$ cat src/rtl/sccb_config_sequencer.sv
`timescale 1ns/1ps
`default_nettype none
// +--------------------------------------------------------------------------+
// | Module      : sccb_config_sequencer                                      |
// | Description : Walks a register/value table and issues one SCCB write per |
// |               entry to an external SCCB master. It waits a settle time   |
// |               after start and an idle gap between writes. An entry of    |
// |               16'hFFFF ends the table early.                             |
// | Option      : define SCCB_RETRY_EN to retry a nacked write up to three   |
// |               times (four attempts) before aborting.                     |
// | Ports       : clk_i        - system clock, rising edge                   |
// |               reset_ni     - asynchronous active-low reset               |
// |               start_i      - single-cycle request to run the table       |
// |               tbl_idx_o    - table read index                            |
// |               tbl_data_i   - entry at tbl_idx_o {addr[15:8], value[7:0]} |
// |               sccb_req_o   - write request to the SCCB master            |
// |               sccb_addr_o  - register address of the current write       |
// |               sccb_data_o  - register value of the current write         |
// |               sccb_ack_i   - master accepted the request (pulse)         |
// |               sccb_done_i  - transaction finished (pulse)                |
// |               sccb_nack_i  - slave did not acknowledge (valid with done) |
// |               busy_o       - sequence running                            |
// |               done_o       - sequence completed OK                       |
// |               error_o      - sequence aborted                            |
// | Revision    : 1.0 - initial release                                      |
// +--------------------------------------------------------------------------+
module sccb_config_sequencer #(
  parameter  int NUM_REGS      = 8,
  parameter  int SETTLE_CYCLES = 100000,
  parameter  int GAP_CYCLES    = 100,
  localparam int IW            = (NUM_REGS > 1) ? $clog2(NUM_REGS) : 1
) (
  input  logic          clk_i,
  input  logic          reset_ni,
  input  logic          start_i,
  output logic [IW-1:0] tbl_idx_o,
  input  logic [15:0]   tbl_data_i,
  output logic          sccb_req_o,
  output logic [7:0]    sccb_addr_o,
  output logic [7:0]    sccb_data_o,
  input  logic          sccb_ack_i,
  input  logic          sccb_done_i,
  input  logic          sccb_nack_i,
  output logic          busy_o,
  output logic          done_o,
  output logic          error_o
);

  // Shared down-counter for the settle time and the inter-write gap.
  localparam int c_cnt_max   = (SETTLE_CYCLES > GAP_CYCLES) ? SETTLE_CYCLES : GAP_CYCLES;
  localparam int c_cnt_w_raw = $clog2(c_cnt_max + 1);
  localparam int c_cnt_w     = (c_cnt_w_raw < 1) ? 1 : c_cnt_w_raw;

  // A zero-length wait is treated as one cycle: loading 0 still spends the
  // cycle in which the counter is observed to be zero.
  localparam logic [c_cnt_w-1:0] c_settle_load =
      (SETTLE_CYCLES > 1) ? c_cnt_w'(SETTLE_CYCLES - 1) : '0;
  localparam logic [c_cnt_w-1:0] c_gap_load =
      (GAP_CYCLES > 1) ? c_cnt_w'(GAP_CYCLES - 1) : '0;
  localparam logic [IW-1:0]      c_last_idx = IW'(NUM_REGS - 1);
  localparam logic [15:0]        c_end_marker = 16'hFFFF;

  localparam logic [2:0] c_st_idle   = 3'd0;
  localparam logic [2:0] c_st_settle = 3'd1;
  localparam logic [2:0] c_st_fetch  = 3'd2;
  localparam logic [2:0] c_st_req    = 3'd3;
  localparam logic [2:0] c_st_wait   = 3'd4;
  localparam logic [2:0] c_st_gap    = 3'd5;
  localparam logic [2:0] c_st_done   = 3'd6;
  localparam logic [2:0] c_st_error  = 3'd7;

  logic [2:0]         r_state;
  logic [2:0]         w_state_nxt;
  logic [c_cnt_w-1:0] r_cnt;
  logic [IW-1:0]      r_idx;
  logic [7:0]         r_addr;
  logic [7:0]         r_data;
  logic               r_req;
  logic               r_busy;
  logic               r_done;
  logic               r_error;
  logic               w_req_nxt;
  logic               w_busy_nxt;
  logic               w_done_nxt;
  logic               w_error_nxt;
  logic               w_cnt_zero;
  logic               w_last_idx;

`ifdef SCCB_RETRY_EN
  // Number of nacks already seen for the current entry.
  logic [1:0]         r_retry;
`endif

  assign w_cnt_zero = (r_cnt == '0);
  assign w_last_idx = (r_idx == c_last_idx);

  // State register, with the outputs registered alongside it so that they
  // never glitch on next-state decoding.
  always_ff @(posedge clk_i or negedge reset_ni) begin
    if (!reset_ni) begin
      r_state <= c_st_idle;
      r_req   <= 1'b0;
      r_busy  <= 1'b0;
      r_done  <= 1'b0;
      r_error <= 1'b0;
    end else begin
      r_state <= w_state_nxt;
      r_req   <= w_req_nxt;
      r_busy  <= w_busy_nxt;
      r_done  <= w_done_nxt;
      r_error <= w_error_nxt;
    end
  end

  // Next-state logic.
  always_comb begin
    w_state_nxt = r_state;
    case (r_state)
      c_st_idle, c_st_done, c_st_error: begin
        if (start_i) w_state_nxt = c_st_settle;
      end
      c_st_settle: begin
        if (w_cnt_zero) w_state_nxt = c_st_fetch;
      end
      c_st_fetch: begin
        w_state_nxt = (tbl_data_i == c_end_marker) ? c_st_done : c_st_req;
      end
      c_st_req: begin
        if (sccb_ack_i) w_state_nxt = c_st_wait;
      end
      c_st_wait: begin
        if (sccb_done_i) begin
          if (!sccb_nack_i) begin
            w_state_nxt = c_st_gap;
          end else begin
`ifdef SCCB_RETRY_EN
            w_state_nxt = (r_retry == 2'd3) ? c_st_error : c_st_req;
`else
            w_state_nxt = c_st_error;
`endif
          end
        end
      end
      c_st_gap: begin
        if (w_cnt_zero) w_state_nxt = w_last_idx ? c_st_done : c_st_fetch;
      end
      default: w_state_nxt = c_st_idle;
    endcase
  end

  // Output decode of the upcoming state; captured by the state register.
  always_comb begin
    w_req_nxt   = 1'b0;
    w_busy_nxt  = 1'b0;
    w_done_nxt  = 1'b0;
    w_error_nxt = 1'b0;
    case (w_state_nxt)
      c_st_settle, c_st_fetch, c_st_wait, c_st_gap: w_busy_nxt = 1'b1;
      c_st_req: begin
        w_busy_nxt = 1'b1;
        w_req_nxt  = 1'b1;
      end
      c_st_done:  w_done_nxt  = 1'b1;
      c_st_error: w_error_nxt = 1'b1;
      default: ;
    endcase
  end

  // Counter, table index and write operands.
  always_ff @(posedge clk_i or negedge reset_ni) begin
    if (!reset_ni) begin
      r_cnt   <= '0;
      r_idx   <= '0;
      r_addr  <= 8'h00;
      r_data  <= 8'h00;
`ifdef SCCB_RETRY_EN
      r_retry <= 2'd0;
`endif
    end else begin
      case (r_state)
        c_st_idle, c_st_done, c_st_error: begin
          if (start_i) begin
            r_cnt <= c_settle_load;
            r_idx <= '0;
          end
        end
        c_st_settle: begin
          if (!w_cnt_zero) r_cnt <= r_cnt - 1'b1;
        end
        c_st_fetch: begin
          r_addr  <= tbl_data_i[15:8];
          r_data  <= tbl_data_i[7:0];
`ifdef SCCB_RETRY_EN
          r_retry <= 2'd0;
`endif
        end
        c_st_wait: begin
          if (sccb_done_i) begin
            if (!sccb_nack_i) begin
              r_cnt <= c_gap_load;
            end
`ifdef SCCB_RETRY_EN
            else if (r_retry != 2'd3) begin
              r_retry <= r_retry + 2'd1;
            end
`endif
          end
        end
        c_st_gap: begin
          // The index stops at the last entry so it can never wrap.
          if (!w_cnt_zero) begin
            r_cnt <= r_cnt - 1'b1;
          end else if (!w_last_idx) begin
            r_idx <= r_idx + 1'b1;
          end
        end
        default: ;
      endcase
    end
  end

  assign tbl_idx_o   = r_idx;
  assign sccb_req_o  = r_req;
  assign sccb_addr_o = r_addr;
  assign sccb_data_o = r_data;
  assign busy_o      = r_busy;
  assign done_o      = r_done;
  assign error_o     = r_error;

endmodule
`default_nettype wire

$ cat config.mk
export PLATFORM = sky130hd
export DESIGN_NAME = sccb_config_sequencer
export DESIGN_NICKNAME = d
export VERILOG_FILES = /design/src/rtl/sccb_config_sequencer.sv
export SDC_FILE = /design/constraint.sdc
export NUM_CORES = 1
export LEC_CHECK = 0
export ABC_CLOCK_PERIOD_IN_PS = 2300
export CAP_MARGIN = 25
export CORE_MARGIN = 8
export CORE_UTILIZATION = 55
export CTS_BUF_LIST = sky130_fd_sc_hd__clkbuf_4 sky130_fd_sc_hd__clkbuf_8
export CTS_CLUSTER_DIAMETER = 150
export CTS_CLUSTER_SIZE = 30
export DETAILED_ROUTE_END_ITERATION = 8
export GPL_TIMING_DRIVEN = 0
export PLACE_DENSITY = 0.89
export SLEW_MARGIN = 10
export SYNTH_ARGS = -nofsm -noshare
export SYNTH_HDL_FRONTEND = slang
export SYNTH_SLANG_ARGS = --single-unit
$ cat constraint.sdc
create_clock -name clk_i -period 2.3 [get_ports clk_i]
set_input_delay 0.46 -clock clk_i [delete_from_list [all_inputs] [get_ports clk_i]]
set_output_delay 0.46 -clock clk_i [all_outputs]
set_load 0.01 [all_outputs]
---- Word level (Yosys, flattened, before mapping) ----
Index checks and enable logic that the tools add are counted.
word-level totals
  register bits after elaboration ......... 43
  output and inout port bits .............. 23
cells by class
  add/sub/neg operators ................... 2
  reduce and logical (&&, ||, !) cells .... 9
  multiplexer cells ....................... 22
  equality and inequality tests ........... 22
operators with widths
  cell                                                 number
  2-to-1 mux 17 bit                                    4
  case mux 17 bit (3 select lines)                     1
  2-to-1 mux 3 bit                                     10
  == test 3 bit (second input constant)                9
  case mux 3 bit (6 select lines)                      1
  logical NOT 17 bit                                   1
  subtractor 17 x 1 -> 17 bit (second input constant)  1
  == test 16 bit (second input constant)               1
  == test 3 x 2 -> 1 bit (second input constant)       4
  inequality test 2 bit (second input constant)        6
  == test 3 x 1 -> 1 bit (second input constant)       2
  case mux 3 bit (2 select lines)                      1
  AND reduction 5 bit                                  1
  OR reduction 5 bit                                   1
  2-to-1 mux 1 bit                                     4
  AND reduction 4 bit                                  1
  adder 3 x 1 -> 3 bit (second input constant)         1
  logical NOT 3 bit                                    1
  nonzero test 3 bit                                   1
  OR reduction 3 bit                                   1
  2-to-1 mux 2 bit                                     1
  nonzero test 2 bit                                   1
  OR reduction 2 bit                                   1

---- Longest topological paths before layout ----
Gate-level depths: netlist of the first run.
  depth in word-level cells ............... 7
  mapped depth ............................ 8
  gate-level depth less buffers ........... 7

---- Worst setup path before layout of the first run ----
Ideal clock, no wire load.
  path type ............................... input port to flip-flop
  from .................................... input start_i
  to ...................................... register r_cnt[16]
  cell stages on the path ................. 7
  data arrival time ....................... 1.705 ns
  data required time ...................... 2.168 ns
  setup slack ............................. 0.463 ns
  setup time .............................. 0.132 ns
  buffers on the path ..................... 2
  cell sequence ........................... buf_2 -> or4b_1 -> nand4b_1 -> a21oi_4 -> buf_6 -> a211oi_1 -> o22ai_1
on the way
  word-level cells in the longest chain between the ends .. 2
RTL lines
  item                                    RTL line  source
  from (decl)                             35        input logic start_i,
  inequality test 2 bit (no source line)  n/a
  AND reduction 5 bit (no source line)    n/a
  to (signal assigned)                    183       r_cnt <= c_settle_load;
  to (signal assigned)                    188       if (!w_cnt_zero) r_cnt <= r_cnt - 1'b1;
  to (signal assigned)                    200       r_cnt <= c_gap_load;
  to (decl)                               74        logic [c_cnt_w-1:0] r_cnt;
Every way passes these cells.
A chain may end at the register's enable or synchronous reset.

---- Worst setup path after layout of the first run ----
  from .................................... register r_cnt[0]
  to ...................................... register r_cnt[16]
on the way
  word-level cells in the longest chain between the ends .. 3
  elaborated cells between the ends (all ways) .. 6
  those cells by class .................... add/sub (1); eq/ne (1); mux (2); reduce/logical (2)
RTL lines
  item                                                                            RTL line
  subtractor 17 x 1 -> 17 bit / logical NOT 17 bit (equally long branches)        188, 212, 94
  2-to-1 mux 17 bit / inequality test 2 bit (equally long branches)               n/a
  case mux 17 bit (3 select lines) / AND reduction 5 bit (equally long branches)  n/a
Several ways; a longest one is shown, not always the timed one. The select of a mux whose other input is x is not followed.

==> impl_metrics.ini, run 1 <==
[status]
status = finished, violations left
violations = setup timing

[die]
coreArea_um2 = 4410
ioPinCount = 45
die_area_um2 = 7070
die_h_um = 84.1
initial_core_util = 0.578
rows = 24
die_width_um = 84.1

[worst_setup_path]
worstPathMaxFanout = 10
critPathArrivalTime_ns = 2.58
cp-start-kind = flop
r2r_end = r_cnt[16]
reg2reg_slack_ns = -0.10
r2r_start = r_cnt[0]
critPathCaptureType = flop
r2r_cells = 8
crit_required_ns = 2.47
max_stage_delay_ns = 0.43
crit_type = reg2reg
path_cells = inv_1 -> ha_1 -> nor3b_1 -> nand3_2 -> o21ai_4 -> a21o_1 -> buf_6 -> o22ai_1
crit_path_top_delay_cell = o21ai_4

[synthesis]
ys_seq_elements = 43
synthCells = 253
synth_area_um2 = 2550
synth-async-reset-ratio = 1.00
ys_top_cells_by_area = dfrtp_1, mux2_2, a21oi_1
synth.distinct_cells = 57
yosys_most_used_dff = dfrtp_1
yosysSeqAreaShare = 0.422
synth_common_cells = dfrtp_1, nand2_1, mux2_2
synth_enable_flop_cells = 0
synth_warnings = 0
synth.most_common_cell = dfrtp_1
syn-num-nets = 279
synth.avg_cell_area_um2 = 10.1
synth_largest_area_cell = dfrtp_1
synth_top_cell_area_share = 0.422

[global_route]
grt_overflow = 0
grtUsageTotal = 0.178
grtUsageMet1 = 0.225
grt_pass1_vias = 2101
met2_usage = 0.285
grt_pass1_wl_um = 10500
grt_max_degree = 29
met3_usage = 0.0498
antenna_found_initial = 0
grt.busiest_layer = met2

[sta]
timing.fmax_ghz = 0.416
period_share = 1.04
relSlewSlack = 0.498
worst_pin_slew_ns = 0.751
finClkSkew_ns = 0.00807
period_needed_ns = 2.40
setup_ws_ns = -0.102
setup_viol = 11
slew_viol_final = 0
hold_viol = 0

[cts]
clk_path_buf_depth = 2
htreeDepth = 2
cts-root-buf = clkbuf_8
cts_sinks = 43
numCtsBuffers = 5
cts_tree = yes
clk_latency_ns = 0.30
hold_buffers = 0
clk_pin_slew_ns = 0.09

[power_and_ir_drop]
sw_frac_of_total = 0.420
power.switching_w = 0.00182
fin_total_pwr_w = 0.00432
intPower_w = 0.00250
p_leak_nw = 1.35
power_density_nw_per_um2 = 1340
pwr-share-comb = 0.554
vdd_ir_drop_max_mv = 0.994
clockPowerShare = 0.141
seq_power_share = 0.305

[final_layout]
diodes = 0
drive_gt1_frac = 0.192
area_delta_synth_final_pct = 26.7
multi_input_area_um2 = 1320
fin_area_um2 = 3230
fin_util = 0.732
fill_cells = 305
seq_area_um2 = 1080
fin_nets = 337

[routing]
via_count = 2365
ant_nets = 0
first_pass_iters = 5
wl_per_cell_um = 18.9
drc = 0
drt_iter0_markers = 177
routed_wl_um = 6860
routed_via_density = 6.50

[place]
place_hpwl_um = 4660
place_congestion = 0.893
place_ws_ns = -0.248
placed_area_um2 = 3060
numPortBuffers = 43

[hold_path]
min_path_type = in2async

[flow_run]
maxCapViolations = 0
## layout by cell type, fill, tap and decap left out, types with 4 or more instances in the layout
master           Yosys  final
a31oi_1              8      8
mux2_2              16     16
nor3_1               9      8
buf_2                5      6
nand2_1             17     17
ha_1                 4      4
clkbuf_8             0      5
buf_6                5      5
inv_1               15     15
nand4_1              6      6
clkdlybuf4s50_1      0     42
o2111ai_1            4      4
mux2i_1              5      5
nand2b_1             9      9
a211oi_1             7      7
nor2_1              11     11
buf_4                1      8
dfrtp_1             43     43
a21oi_1             14     14
o22ai_1              8      8
o21ai_0              5      5
## flip-flops by register name (all words and copies together) (netlist names), 3 cells and up
signal / flops
tbl_idx_o: 3
r_state: 3
r_cnt: 17
sccb_addr_o: 8
sccb_data_o: 8
## routing by layer
metal | share of wire | routed length, um
met1 | 0.40 | 2760
met4 | 0.031 | 215
met3 | 0.091 | 625
met5 | 0 | 0
met2 | 0.48 | 3270
## power by group through the flow
stage | sequential (W) | clock, W | combinational, W
finish | 0.00132 | 0.000607 | 0.00239
global placement | 0.00130 | 0 | 0.00215
global route | 0.00136 | 0.000651 | 0.00257
CTS | 0.00130 | 0.000615 | 0.00223
floorplan | 0.00134 | 0 | 0.00144
detailed placement | 0.00131 | 0 | 0.00221
## cell type report
type	count	area share
sequential	43	0.333
clock inverter	3	0.0136
tap	52	0.0201
buffer	15	0.0321
inverter	15	0.0174
clock buffer	5	0.0213
multi-input combinational	180	0.408
timing repair buffer	51	0.154
## repair_timing
action	CTS	global route
resized for setup	0	1
setup buffers	0	7
endpoints found under the setup margin	0	11
## through the flow
| step | TNS, ns | hold WS, ns | std cells |
|---|---|---|---|
| 3_3_place_gp | -17.05 | 0.484 | 348 |
| 3_5_place_dp | -3.51 | 0.396 | 349 |
| 2_1_floorplan | 0 | 0.164 | 253 |
| 5_1_grt | -1.60 | 0.0758 | 364 |
| 6_report | -0.673 | 0.0572 | 364 |
| 4_1_cts | 0 | 0.0676 | 357 |
## worst max-delay path: cells and delay by family, from the launching register on
| kind | cells | cell delay (ns) |
|---|---|---|
| buffers and inverters | 2 | 0.24 |
| DFF | 1 | 0.41 |
| AOI/OAI and AO/OA | 3 | 0.70 |
| and+or+nand+nor | 2 | 0.78 |
| adders and majority gates | 1 | 0.14 |
## worst max path at each step
stage | end | cells after the start | from
after floorplan | r_cnt[16] | 7 | start_i
after global placement | sccb_data_o[0] | 1 | reset_ni
after detailed placement | r_cnt[16] | 7 | tbl_data_i[7]
after CTS | r_cnt[16] | 7 | tbl_data_i[7]
after global routing | r_cnt[16] | 8 | r_cnt[0]
final | r_cnt[16] | 8 | r_cnt[0]
## cells by family after synthesis
family | after synthesis | share of synthesized area
and+or+nand+nor | 81 | 0.188
AOI/OAI and AO/OA | 74 | 0.217
DFF | 43 | 0.422
buffers and inverters | 30 | 0.0628
muxes | 21 | 0.0903
adders and majority gates | 4 | 0.0196
(Power assumes the default switching activity.)
==> run 2: changes to the inputs <==
--- a/config.mk
+++ b/config.mk
@@ -5,16 +5,17 @@
 export SDC_FILE = /design/constraint.sdc
 export NUM_CORES = 1
 export LEC_CHECK = 0
+export ABC_AREA = 1
 export ABC_CLOCK_PERIOD_IN_PS = 2300
 export CAP_MARGIN = 25
 export CORE_MARGIN = 8
-export CORE_UTILIZATION = 55
+export CORE_UTILIZATION = 54
 export CTS_BUF_LIST = sky130_fd_sc_hd__clkbuf_4 sky130_fd_sc_hd__clkbuf_8
 export CTS_CLUSTER_DIAMETER = 150
 export CTS_CLUSTER_SIZE = 30
 export DETAILED_ROUTE_END_ITERATION = 8
 export GPL_TIMING_DRIVEN = 0
-export PLACE_DENSITY = 0.89
+export PLACE_DENSITY = 0.88
 export SLEW_MARGIN = 10
 export SYNTH_ARGS = -nofsm -noshare
 export SYNTH_HDL_FRONTEND = slang
==> impl_metrics.ini, run 2 <==
[sta]
relSlewSlack = 0.651
whs_ns = 0.135
period_share = 0.855
finClkSkew_ns = 0.00982
timing.fmax_ghz = 0.509
setup-tns-final_ns = 0
slew_viol_final = 0
rsz0062_at_grt = false
hold_viol = 0
worst_pin_slew_ns = 0.524
period_needed_ns = 1.97
setup_viol = 0

[worst_setup_path]
crit_type = reg2reg
crit_path_frequent_cell = nand2_1
cp-start-kind = flop
crit_path_top_delay_cell = dfrtp_1
reg2reg_slack_ns = 0.33
r2r_end = busy_o
worstPathMaxFanout = 9
max_stage_delay_ns = 0.39
r2r_start = r_cnt[0]
critPathCaptureType = flop
crit_required_ns = 2.49
path_cells = clkinv_1 -> ha_1 -> inv_1 -> nor2_1 -> nand2_1 -> nor2_1 -> nand2_1 -> nand2_1 -> nand3_1 -> nand2_1 -> nand3_1 -> nand2_1 -> inv_1
r2r_cells = 13
critPathArrivalTime_ns = 2.16

[die]
die_area_um2 = 6860
initial_core_util = 0.558
ioPinCount = 45
die_width_um = 82.8
coreArea_um2 = 4320
rows = 24
die_h_um = 82.8

[cts]
cts_setup_buffers = 0
numCtsBuffers = 5
hold_buffers = 0
cts_sinks = 43
cts-root-buf = clkbuf_8
cts_tree = yes
htreeDepth = 2
ctsResizeCount = 0
clk_latency_ns = 0.30
clk_path_buf_depth = 2
clk_pin_slew_ns = 0.09

[synthesis]
synthCells = 339
synth.distinct_cells = 29
synth_top_cell_area_share = 0.446
synthAdderAreaFrac = 0.0207
synth.avg_cell_area_um2 = 7.12
synth_top_family_by_area = simple AND/OR/NAND/NOR gates
yosys_most_used_dff = dfrtp_1
synth_largest_area_cell = dfrtp_1
synth.area.mux_share = 0
synth.most_common_cell = nand2_1
synth-async-reset-ratio = 1.00
synth_warnings = 0
synth-simple-area-share = 0.374
synth_common_cells = nand2_1, nor2_1, dfrtp_1
synth_enable_flop_cells = 0
synth_area_um2 = 2410
syn-num-nets = 365
ys_seq_elements = 43
synth_compound_area_frac = 0.0830
yosysSeqAreaShare = 0.446
synth_xor_area_frac = 0.00726
ys_top_cells_by_area = dfrtp_1, nand2_1, nor2_1

[routing]
drt_iter0_markers = 227
wl_per_cell_um = 13.1
drc = 0
ant_nets = 0
routed_via_density = 5.19
first_pass_iters = 4
m1WireLength_um = 2430
wl_met3_um = 247
met2_length_um = 3090
via_count = 2306
top_layer_used = met4
routed_wl_um = 5810

[flow_run]
maxCapViolations = 0

[place]
place_hpwl_um = 4410
place_congestion = 0.873
numPortBuffers = 44

[power_and_ir_drop]
power_density_nw_per_um2 = 1340
p_leak_nw = 1.55
fin_total_pwr_w = 0.00409
vdd_ir_drop_max_mv = 0.845

[global_route]
grt_pass1_vias = 2158
grt_max_degree = 25
grt_overflow = 0
grt_pass1_wl_um = 10000
grtUsageTotal = 0.171
antenna_found_initial = 0

[final_layout]
fin_nets = 417
regMostFlops = r_cnt
largest_register_ffs = 17
seq_area_um2 = 1080
diodes = 0
layout_commonest_cell = nand2_1
final_cell_mix = nand2_1, nor2_1, dfrtp_1, clkdlybuf4s50_1, inv_1
drive_gt1_frac = 0.0893
multi_input_area_um2 = 1170
area_delta_synth_final_pct = 26.8
fill_cells = 338

[hold_path]
min_path_type = in2async

[status]
status = complete, no violations
[run 2: cell types whose count changed in the layout (fill, tap and decap cells not counted), sizes merged, moves of 5 or more]
cell | previous run | this run
mux2i | 5 | 0
a211oi | 7 | 0
nor2 | 11 | 56
nand2b | 9 | 0
o22ai | 9 | 0
buf | 21 | 5
nand2 | 17 | 134
nor3 | 11 | 2
inv | 15 | 34
nand3 | 5 | 17
mux2 | 16 | 0
o21ai | 8 | 18
a31oi | 8 | 0
[run 2: cell type report]
cell class                 instances  share of cell area
buffer                             5              0.0115
clock buffer                       6              0.0270
clock inverter                     2              0.0115
inverter                          35              0.0430
multi-input combinational        256               0.383
sequential                        43               0.352
tap                               52              0.0213
timing repair buffer              45               0.151
[run 2: power by group]
group	total (W)	switching (W)	internal, W	leakage, nW
Combinational	0.00216	0.00126	0.000892	0.971
Sequential	0.00133	0.000243	0.00108	0.522
Clock	0.000612	0.000260	0.000351	0.0612
[run 2: how the worst max path moves through the flow]
stage / start / endpoint / cells after the start
finish: r_cnt[0] / busy_o / 13
global route: r_cnt[0] / busy_o / 13
floorplan: r_cnt[0] / r_cnt[10] / 12
detailed placement: sccb_done_i / r_cnt[12] / 7
CTS: r_cnt[0] / busy_o / 13
global placement: reset_ni / r_state[2] / 1
[run 2: metrics by stage]
step / worst slack, ns / util / std cells / cell area [um2]
floorplan: 0.695 / - / 339 / 2410
global placement: -0.379 / 0.675 / 435 / 2920
detailed placement: 0.392 / 0.680 / 436 / 2940
CTS: 0.353 / 0.707 / 444 / 3060
global route: 0.170 / 0.707 / 444 / 3060
finish: 0.334 / 0.707 / 444 / 3060
[run 2: routing by layer]
metal | up-vias | GRT usage
li1 | 1165 | -
met1 | 1079 | 0.203
met2 | 58 | 0.305
met3 | 4 | 0.0254
met4 | 0 | 0.0543
met5 | - | 0
[run 2: logic make-up (layout without fill, tap and decap cells)]
kind of cell / Yosys count / in the layout
AOI/OAI and AO/OA: 35 / 35
xor gates and xnor gates: 2 / 2
adders and majority gates: 4 / 4
buffers and inverters: 40 / 93
DFF: 43 / 43
and+or+nand+nor: 215 / 215
[run 2: critical path, delay by kind of cell, from the launching register on]
kind                     cells  cell delay, ns
flip-flops                   1            0.39
buffers and inverters        3            0.25
adder cells (fa/ha/maj)      1            0.18
AND/OR/NAND/NOR              9            1.03
==> RTL change (flow settings as in run 1) <==
Put one more register stage on the output `error_o`. The value now appears one clock later. The other outputs are not delayed to match.
--- a/src/rtl/sccb_config_sequencer.sv
+++ b/src/rtl/sccb_config_sequencer.sv
@@ -225,7 +225,9 @@
   assign sccb_data_o = r_data;
   assign busy_o      = r_busy;
   assign done_o      = r_done;
-  assign error_o     = r_error;
+  always_ff @(posedge clk_i) begin
+    error_o <= r_error;
+  end
 
 endmodule
 `default_nettype wire
Function: no difference found for any inputs over 10 cycles, from zero or initial values and one cycle with reset_ni low; that may be too few to reach the edited logic, so the function may still have changed.
==> RTL change against run 1 <==
- power grew 0.20%
- clock skew grew 0.0040 ns
- design area grew 1.0%
- synthesized area grew 0.79%
- worst setup slack improved by 0.14 ns
- clock power is 7.7% higher
- via count is 1.7% lower
- maximum frequency grew 6.1%
- wire length increased by 1.4%
- sequential cell count is 1 higher
==> RTL change: results <==
group,metric,value,unit
detailed_routing,vias_per_cell,6.35,
sta,skew,0.0121,ns
placement,dp_cells,352,
worst_setup_path,critPathSlowestCell,"or4_4",
detailed_routing,drt_iter0_drc,184,
layout,nFillCells,322,
detailed_routing,wire_per_inst,19.0,um
worst_setup_path,cp_data_arrival_time,2.43,ns
power_and_ir_drop,p_leak,1.36,nW
worst_setup_path,crit_cells,7,
synthesis,synth.distinct_cells,58,
placement,pre_cts_slack,-0.248,ns
global_route,grt_pass1_vias,2231,
placement,place.gp.congestion,0.892,
detailed_routing,wirelength,6960,um
synthesis,synth_nets,280,
placement,placed_cell_area,3080,sq um
worst_setup_path,rr_endpoint,"r_cnt[4]",
sta,fmax,442,MHz
synthesis,async_reset_ff_share,97.7,%
placement,post-dp-hpwl,5000,um
synthesis,syn_area_per_cell,10.1,sq um
power_and_ir_drop,ir_drop,0.000696,V
worst_setup_path,cp_slowest_stage_delay,0.60,ns
worst_setup_path,crit_path_start_kind,"input port",
outcome,status,"finished, final reports clean",
synthesis,synth.area.top_cells,"dfrtp_1, mux2_2, a21oi_1",
synthesis,yosysSeqAreaShare,42.6,%
sta,worst_pin_slew,0.816,ns
-- RTL change: cell count changes in the layout (fill, tap and decap cells not counted) --
cell,delta
clkbuf_8,+2
a22oi_1,-1
a22oi_2,+1
buf_4,-1
clkinv_2,-1
clkinv_4,-1
dfxtp_1,+1
-- RTL change: where the power goes --
group | leakage [nW] | internal [mW] | switching, mW
Combinational | 0.737 | 1.07 | 1.27
Sequential | 0.555 | 1.09 | 0.245
Clock | 0.0645 | 0.383 | 0.271
-- RTL change: kinds of logic after synthesis --
logic type	after synthesis	synth area share [%]
AO/OA/AOI/OAI	74	21.6
adder cells (fa/ha/maj)	4	1.95
buffers and inverters	30	6.23
flip-flops	44	42.6
multiplexers	21	8.96
AND/OR/NAND/NOR	81	18.6
-- RTL change: final cells by class --
type	instances	area, sq um	area share (%)
clock buffers	7	96.3	2.95
inverters	15	56.3	1.72
plain buffers	15	104	3.18
flip-flops and latches	44	1100	33.6
clock inverters	1	30.0	0.920
repair buffers	50	490	15.0
well taps	54	67.6	2.07
multi-input cells	180	1320	40.6
-- RTL change: how the worst min path moves through the flow --
stage,startpoint,to,slack [ns],cells after the start
final,reset_ni,r_cnt[12],0.08,1
after global routing,reset_ni,r_cnt[12],0.1,1
after CTS,reset_ni,r_cnt[12],0.09,1
after detailed placement,r_error,error_o,0.33,0
after global placement,r_error,error_o,0.33,0
after floorplan,reset_ni,busy_o,0.16,0
-- RTL change: routing by layer --
layer / up-vias / track usage [%] / wire length [um]
met3: 23 / 5.23 / 581
met5: - / 0 / 0
li1: 1066 / - / -
met4: 0 / 6.64 / 202
met1: 1107 / 22.6 / 2730
met2: 129 / 30.9 / 3450
-- RTL change: what timing repair did --
item / 4_1_cts / 5_1_grt
setup endpoints to repair: 0 / 13
gates resized for setup: 0 / 2
setup buffers: 0 / 6
